### config.mk
export PLATFORM = sky130hd
export DESIGN_NAME = fetch_stage
export DESIGN_NICKNAME = d
export VERILOG_FILES = /design/src/rtl/fetch_pkg.sv /design/src/rtl/fetch_perf_ctr.sv /design/src/rtl/fetch_stage.sv
export SDC_FILE = /design/constraint.sdc
export NUM_CORES = 1
export LEC_CHECK = 0
export CORE_MARGIN = 4
export CORE_UTILIZATION = 48
export DETAILED_ROUTE_END_ITERATION = 16
export PLACE_DENSITY = 0.81
export SLEW_MARGIN = 20
export SYNTH_ARGS = -nofsm -noshare
export SYNTH_HDL_FRONTEND = slang
export SYNTH_HIERARCHICAL = 1
export SYNTH_SLANG_ARGS = --single-unit
### constraint.sdc
create_clock -name clock -period 2.5 [get_ports clock]
set_input_delay 0.75 -clock clock [delete_from_list [all_inputs] [get_ports clock]]
set_output_delay 0.75 -clock clock [all_outputs]
set_load 0.01 [all_outputs]
### src/rtl/fetch_pkg.sv
// Shared types and constants for the instruction-fetch stage.
package fetch_pkg;

    localparam logic [31:0] NOP_INST   = 32'h0;
    localparam int unsigned BOOT_CNT_W = 4;

    typedef enum logic {
        BOOT = 1'b0,
        RUN  = 1'b1
    } fetch_state_e;

endpackage

### src/rtl/fetch_perf_ctr.sv
// Saturating event counter: clears on clr, increments on inc, sticks at all-ones.
module fetch_perf_ctr #(
    parameter int unsigned CTR_WIDTH = 32
) (
    input  logic                 clock,
    input  logic                 clr,
    input  logic                 inc,
    output logic [CTR_WIDTH-1:0] count
);

    localparam logic [CTR_WIDTH-1:0] CTR_MAX = {CTR_WIDTH{1'b1}};

    logic [CTR_WIDTH-1:0] count_q;
    logic [CTR_WIDTH-1:0] count_d;

    always_comb begin
        count_d = count_q;
        if (inc && (count_q != CTR_MAX)) begin
            count_d = count_q + CTR_WIDTH'(1);
        end
    end

    always_ff @(posedge clock) begin
        if (clr) begin
            count_q <= '0;
        end else begin
            count_q <= count_d;
        end
    end

    assign count = count_q;

endmodule

### src/rtl/fetch_stage.sv
// Instruction fetch stage with F/D pipeline latch, boot delay, stall and redirect handling.
// Optional perf counters (stall_count, flush_count) are built when FETCH_PERF_EN is defined.
module fetch_stage
    import fetch_pkg::*;
#(
    parameter int unsigned ADDR_WIDTH  = 12,
    parameter logic [31:0] RESET_PC    = 32'h0,
    parameter int unsigned BOOT_CYCLES = 1
`ifdef FETCH_PERF_EN
    ,
    parameter int unsigned CTR_WIDTH   = 32
`endif
) (
    input  logic                  clock,
    input  logic                  reset,
    input  logic                  stall,
    input  logic                  redirect,
    input  logic [31:0]           redirect_pc,
    input  logic [31:0]           q_imem,
    output logic [ADDR_WIDTH-1:0] address_imem,
    output logic [31:0]           fd_inst,
    output logic [31:0]           fd_pc,
    output logic                  fd_valid,
    output logic                  flush_dx
`ifdef FETCH_PERF_EN
    ,
    output logic [CTR_WIDTH-1:0]  stall_count,
    output logic [CTR_WIDTH-1:0]  flush_count
`endif
);

    localparam logic [BOOT_CNT_W-1:0] BOOT_LAST = BOOT_CNT_W'(BOOT_CYCLES - 1);

    fetch_state_e          state_q,    state_d;
    logic [BOOT_CNT_W-1:0] boot_cnt_q, boot_cnt_d;
    logic [31:0]           pc_q,       pc_d;
    logic [31:0]           fd_inst_q,  fd_inst_d;
    logic [31:0]           fd_pc_q,    fd_pc_d;
    logic                  fd_valid_q, fd_valid_d;
    logic [31:0]           pc_inc;

    assign pc_inc = pc_q + 32'd1;

    // Next-state and F/D update: redirect beats stall beats advance once running.
    always_comb begin
        state_d    = state_q;
        boot_cnt_d = boot_cnt_q;
        pc_d       = pc_q;
        fd_inst_d  = fd_inst_q;
        fd_pc_d    = fd_pc_q;
        fd_valid_d = fd_valid_q;
        unique case (state_q)
            BOOT: begin
                boot_cnt_d = boot_cnt_q + BOOT_CNT_W'(1);
                if (boot_cnt_q == BOOT_LAST) begin
                    state_d = RUN;
                end
            end
            RUN: begin
                if (redirect) begin
                    pc_d       = redirect_pc;
                    fd_inst_d  = NOP_INST;
                    fd_pc_d    = 32'h0;
                    fd_valid_d = 1'b0;
                end else if (!stall) begin
                    pc_d       = pc_inc;
                    fd_inst_d  = q_imem;
                    fd_pc_d    = pc_inc;
                    fd_valid_d = 1'b1;
                end
            end
            default: state_d = BOOT;
        endcase
    end

    always_ff @(posedge clock) begin
        if (reset) begin
            state_q    <= BOOT;
            boot_cnt_q <= '0;
            pc_q       <= RESET_PC;
            fd_inst_q  <= NOP_INST;
            fd_pc_q    <= 32'h0;
            fd_valid_q <= 1'b0;
        end else begin
            state_q    <= state_d;
            boot_cnt_q <= boot_cnt_d;
            pc_q       <= pc_d;
            fd_inst_q  <= fd_inst_d;
            fd_pc_q    <= fd_pc_d;
            fd_valid_q <= fd_valid_d;
        end
    end

    assign address_imem = pc_q[ADDR_WIDTH-1:0];
    assign fd_inst      = fd_inst_q;
    assign fd_pc        = fd_pc_q;
    assign fd_valid     = fd_valid_q;
    assign flush_dx     = redirect & (state_q == RUN) & ~reset;

`ifdef FETCH_PERF_EN
    logic stall_inc;
    logic flush_inc;

    assign stall_inc = (state_q == RUN) & stall & ~redirect;
    assign flush_inc = (state_q == RUN) & redirect;

    fetch_perf_ctr #(.CTR_WIDTH(CTR_WIDTH)) u_stall_ctr (
        .clock (clock),
        .clr   (reset),
        .inc   (stall_inc),
        .count (stall_count)
    );

    fetch_perf_ctr #(.CTR_WIDTH(CTR_WIDTH)) u_flush_ctr (
        .clock (clock),
        .clr   (reset),
        .inc   (flush_inc),
        .count (flush_count)
    );
`else
    // Perf counters not built in this configuration.
`endif

endmodule

==> impl_metrics.py, run 1 <==
metrics = {
    "timing": {
        "post-route-min-period_ps": 2430,
        "period_share": 0.972,
        "relSlewSlack": 0.529,
        "rsz0062_at_grt": "false",
        "hold_viol_final": 0,
        "worstMarginPinSlew_ps": 700,
        "setup_violations": 0,
        "clock_skew_ps": 16.3,
        "slew_violations": 0,
        "clock.fmax_mhz": 411,
        "timing.hold.ws_ps": 457,
    },
    "placement": {
        "dp_cells": 845,
        "io_buffer_count": 145,
        "dpl.hpwl_mm": 10.8,
        "gp_congestion": 0.920,
    },
    "grt": {
        "grt_pass1_wl_mm": 23.5,
        "grt_pass1_vias": 4771,
        "track_usage": 0.248,
        "grt_max_degree": 64,
        "antenna_found_initial": 0,
        "grt_overflow": 0,
    },
    "job": {
        "maxCapViolations": 0,
    },
    "floorplanning": {
        "fp.dieH_um": 110,
        "die_x_um": 110,
        "boundaryPins": 146,
        "start_util": 0.501,
        "coreArea_um2": 9950,
        "die_area_um2": 12100,
        "rows": 36,
    },
    "final_layout": {
        "mostFrequentLayoutCells": "143 x clkdlybuf4s50_1, 102 x dfxtp_1, 75 x nor2_1",
        "drive_gt1_frac": 0.107,
        "final_common_cell": "clkdlybuf4s50_1",
        "instances_no_fill": 861,
        "diodes": 0,
        "syn2layout_area_growth_pct": 35.4,
        "nets": 794,
    },
    "yosys": {
        "ys_seq_elements": 102,
        "synth.top_cell.area_share": 0.410,
        "ys.flop_type": "dfxtp_1",
        "synth_area_leaders": "dfxtp_1 41%, a22oi_1 7.1%, nor2_1 5.7%",
        "ys_seq_area_frac": 0.410,
        "synthDistinctLibCells": 64,
        "syn_nets": 660,
        "synth_edf_count": 0,
        "netlist_instances": 589,
        "synthArstFlopShare": 0,
        "synth_area_um2": 4990,
        "synth.avg_cell_area_um2": 8.47,
        "yosysTopAreaCell": "dfxtp_1",
        "synth_warnings": 6,
    },
    "pwr": {
        "ir_drop_v": 0.000350,
        "power_per_cell_area_nw_per_um2": 558,
        "p_leak_uw": 0.00238,
    },
    "clocking": {
        "clockBufferDepth": 2,
        "cts_buffers": 9,
        "clkTransAtPathRegs_ps": 100,
        "clkLatencyLatePin_ps": 380,
        "cts_tree": "built",
        "h-tree-depth": 3,
        "cts_hold_buf": 0,
        "clock_sinks": 102,
        "root_buffer": "clkbuf_8",
    },
    "routing": {
        "drt_iter0_markers": 405,
        "vias": 4895,
        "firstDrtPassIters": 5,
        "drc_errors": 0,
        "wl_per_cell_um": 17.4,
        "wirelength_mm": 14.9,
        "viasPerCell": 5.69,
        "drtAntennaViolNets": 0,
    },
    "worst_setup_path": {
        "required_ps": 1750,
        "path_max_fanout": 2,
        "crit_path_end_kind": "output port",
        "timing.rr.start": "pc_q[3]",
        "crit_start": "redirect",
        "ff2ff_setup_slack_ps": 300,
        "cp.arrival_ps": 1680,
        "path_class": "in2out",
        "setup.worst_path.start_class": "primary input",
    },
    "hold_path": {
        "min_from": "fd_pc[15]",
        "hp-class": "reg2reg",
    },
    "run_status": {
        "status": "finished, final reports clean",
    },
}
## critical path, stage by stage
cell and delay, ps:
clkdlybuf4s50_1 540, nand2_1 110, nor2_1 120, buf_2 170
## worst paths after layout
path	end	depth (start not counted)
setup / recovery	flush_dx	4
hold / removal	fd_pc[15]	2
setup reg to reg	pc_q[20]	5
hold reg to reg	fd_pc[15]	2
## cell type report
| cell class | instances | area (µm²) |
|---|---|---|
| tap | 133 | 166 |
| multi-input combinational | 420 | 2580 |
| inverter | 8 | 30.0 |
| clock buffer | 9 | 124 |
| sequential | 102 | 2040 |
| fill | 836 | 3200 |
| timing repair buffer | 182 | 1760 |
| clock inverter | 7 | 55.1 |
## cell usage after synthesis (4+ instances only)
master / number
nand3b_1: 6
a31oi_1: 9
or3_1: 4
dfxtp_1: 102
a211oi_1: 9
nor4_1: 5
nand3_1: 17
nand4_1: 13
o21ai_0: 37
nand2_1: 57
xor2_1: 15
a22o_1: 6
clkbuf_8: 7
nor3_1: 8
buf_4: 12
a22oi_1: 47
clkbuf_1: 32
a21oi_1: 21
and3_1: 6
inv_1: 8
nor2b_1: 4
xnor2_1: 18
nor2_1: 76
## per-layer routing
metal	global-route usage	vias to the layer above	wire length [µm]
li1	-	2352	-
met1	0.304	2259	6100
met2	0.399	246	6890
met3	0.0787	38	1510
met4	0.110	0	443
met5	0	-	0
## registers in the layout, indices dropped and copies added (netlist names)
register and cells:
state_q 1, fd_inst 32, boot_cnt_q 4, fd_valid 1, pc_q 32, fd_pc 32
## cell families after synthesis
family,Yosys count,synth area share
AO/OA/AOI/OAI,155,0.206
XOR/XNOR,33,0.0580
adder cells (fa/ha/maj),3,0.00753
buffers and inverters,67,0.0763
flip-flops,102,0.410
multiplexers,2,0.00402
AND/OR/NAND/NOR,227,0.239
## where the power goes
part / total, µW / internal (µW) / switching [µW]
clock network: 990 / 373 / 617
logic: 919 / 451 / 469
registers: 1860 / 1730 / 127
## per-stage QoR
step / area, µm² / TNS, ps / power [µW] / setup slack, ps / util
2_1_floorplan: 4990 / 0 / 2390 / 243 / -
3_3_place_gp: 6580 / -1040 / 2780 / -357 / 0.661
3_5_place_dp: 6580 / -2170 / 2810 / -338 / 0.661
4_1_cts: 6750 / 0 / 3770 / 94.3 / 0.678
5_1_grt: 6750 / 0 / 3950 / 37.0 / 0.678
6_report: 6750 / 0 / 3770 / 69.5 / 0.678
## timing repair
item / in CTS / in global routing
gates resized for setup: 4 / 0
endpoints found under the hold margin: 0 / 0
buffers inserted: 0 / 0
setup endpoints to repair: 1 / 0
Power figures use the tool's default switching activity.
==> inputs of run 2 (changes only) <==
SKIP_LAST_GASP = 1   (was default)
==> results of run 2 <==
Same layout as run 1: the final DEF is identical, and so are final timing and power.
==> inputs of run 3 (changes only) <==
CORE_UTILIZATION = 51   (was 48)
PLACE_DENSITY = 0.85   (was 0.81)
clock period = 3 ns   (was 2.5 ns; I/O delays follow)
==> run 3 against run 2 <==
  * Count of clock-buffer cells in the layout up 2
  * Routed wire length down 3.3%
  * Sequential power down 16%
  * Via count down 0.59%
  * Critical path type unchanged
  * Largest cell class unchanged
==> impl_metrics.py, run 3 (synthesis results as in run 1) <==
metrics = {
    "final_layout": {
        "diodes": 0,
        "regArea_um2": 2040,
        "drive_gt1_frac": 0.0868,
        "syn2layout_area_growth_pct": 33.4,
        "fin_area_um2": 6650,
        "final_common_cell": "clkdlybuf4s50_1",
        "nets": 781,
        "mostFrequentLayoutCells": "143 x clkdlybuf4s50_1, 102 x dfxtp_1, 75 x nor2_1",
        "fill_cells": 758,
        "multiInputGateArea_um2": 2580,
    },
    "routing": {
        "drtAntennaViolNets": 0,
        "viasPerCell": 5.77,
        "firstDrtPassIters": 5,
        "drt_iter0_markers": 368,
        "wirelength_mm": 14.5,
        "drc_errors": 0,
        "wl_per_cell_um": 17.1,
        "vias": 4866,
    },
    "floorplanning": {
        "fp.dieH_um": 107,
        "start_util": 0.532,
        "rows": 35,
        "boundaryPins": 146,
        "die_area_um2": 11400,
        "coreArea_um2": 9370,
        "die_x_um": 107,
    },
    "worst_setup_path": {
        "crit_path_end_kind": "output port",
        "slowest_delay_ps": 470,
        "path_class": "in2out",
        "setup.worst_path.start_class": "primary input",
        "critical_path_depth": 4,
        "cp_slowest_cell": "clkdlybuf4s50_1",
        "cp.arrival_ps": 1680,
        "required_ps": 2100,
        "path_max_fanout": 2,
        "path_delay_family": "buffers and inverters",
        "crit_chain": "clkdlybuf4s50_1 > nand2_1 > nor2_1 > dlymetal6s2s_1",
        "path_buf_inv": 2,
        "r2r_cells": 6,
    },
    "clocking": {
        "clockBufferDepth": 2,
        "clkTransAtPathRegs_ps": 90,
        "cts_tree": "built",
        "h-tree-depth": 3,
        "cts_buffers": 9,
        "root_buffer": "clkbuf_8",
        "cts_hold_buf": 0,
        "clkLatencyLatePin_ps": 370,
        "clock_sinks": 102,
    },
    "hold_path": {
        "holdPathStages": 2,
        "hp-class": "reg2reg",
    },
    "timing": {
        "clock.fmax_mhz": 388,
        "post-route-min-period_ps": 2580,
        "rsz0062_at_grt": "false",
        "hold_viol_final": 0,
        "setup_violations": 0,
        "relSlewSlack": 0.406,
        "timing.hold.ws_ps": 455,
        "clock_skew_ps": 12.1,
        "worstMarginPinSlew_ps": 890,
        "fin_setup_tns_ps": 0,
        "period_share": 0.860,
        "slew_violations": 0,
    },
    "pwr": {
        "p_leak_uw": 0.00234,
        "combinationalPowerShare": 0.237,
        "p_sw_frac": 0.311,
        "sequentialPowerShare": 0.503,
        "power_per_cell_area_nw_per_um2": 466,
        "clock_power_share": 0.260,
        "p_int_uw": 2130,
        "ir_drop_v": 0.000323,
        "p_sw_uw": 964,
    },
    "placement": {
        "dpl.hpwl_mm": 10.5,
        "gp_congestion": 0.918,
        "io_buffer_count": 145,
        "postPlaceCellArea_um2": 6470,
    },
    "grt": {
        "track_usage": 0.258,
        "top_usage_layer": "met2",
        "grt_max_degree": 88,
        "grt_overflow": 0,
        "grt_use_met1": 0.306,
        "grt_pass1_wl_mm": 23.9,
        "grt_pass1_vias": 4935,
        "antenna_found_initial": 0,
        "met3_usage": 0.0849,
        "grt_util_met2": 0.443,
    },
    "run_status": {
        "status": "finished, final reports clean",
    },
    "job": {
        "maxCapViolations": 0,
    },
}
-- run 3: cell count changes in the layout (fill, tap and decap cells not counted) --
cell and delta:
buf_2 -1, clkinvlp_4 -2, clkbuf_8 +1, buf_4 -13
clkbuf_1 +1, dlymetal6s2s_1 +1, inv_6 -1
-- run 3: power by group through the flow --
| stage | combinational (µW) | sequential, µW | clock, µW |
|---|---|---|---|
| after floorplan | 427 | 1560 | 0 |
| after global placement | 713 | 1580 | 0 |
| after detailed placement | 730 | 1580 | 0 |
| after CTS | 735 | 1550 | 821 |
| after global routing | 805 | 1570 | 869 |
| final | 733 | 1560 | 806 |
-- run 3: stage by stage --
step / std cells / worst slack, ps / total power [µW] / util
6_report: 843 / 421 / 3100 / 0.710
5_1_grt: 843 / 320 / 3250 / 0.710
4_1_cts: 843 / 21.7 / 3110 / 0.709
3_5_place_dp: 828 / 28.4 / 2310 / 0.691
3_3_place_gp: 828 / 34.6 / 2290 / 0.691
2_1_floorplan: 589 / 443 / 1990 / -
-- run 3: final cells by class --
type,count,area share
well taps,129,0.0243
clock buffers,11,0.0213
flip-flops and latches,102,0.307
clock inverters,4,0.00470
inverters,8,0.00452
multi-input cells,420,0.388
repair buffers,169,0.251
-- run 3: final timing paths --
| kind | from | to | slack, ps |
|---|---|---|---|
| setup / recovery | redirect | flush_dx | 420 |
| hold / removal | fd_pc[25] | fd_pc[25] | 450 |
| setup reg to reg | pc_q[0] | pc_q[28] | 520 |
| hold reg to reg | fd_pc[25] | fd_pc[25] | 450 |
-- run 3: repair_timing --
item | in CTS | in global routing
setup buffers | 0 | 0
endpoints found under the setup margin | 0 | 1
gates resized for setup | 0 | 1
-- run 3: tightest hold or removal path, stage by stage, from the launching register on --
cell and delay (ps):
dfxtp_1 320, nand2_1 50, o21ai_1 50
-- run 3: routing by layer --
| layer | wire length [µm] | part of all wire |
|---|---|---|
| met1 | 5600 | 0.39 |
| met2 | 7080 | 0.49 |
| met5 | 0 | 0 |
| met3 | 1540 | 0.11 |
| met4 | 223 | 0.015 |
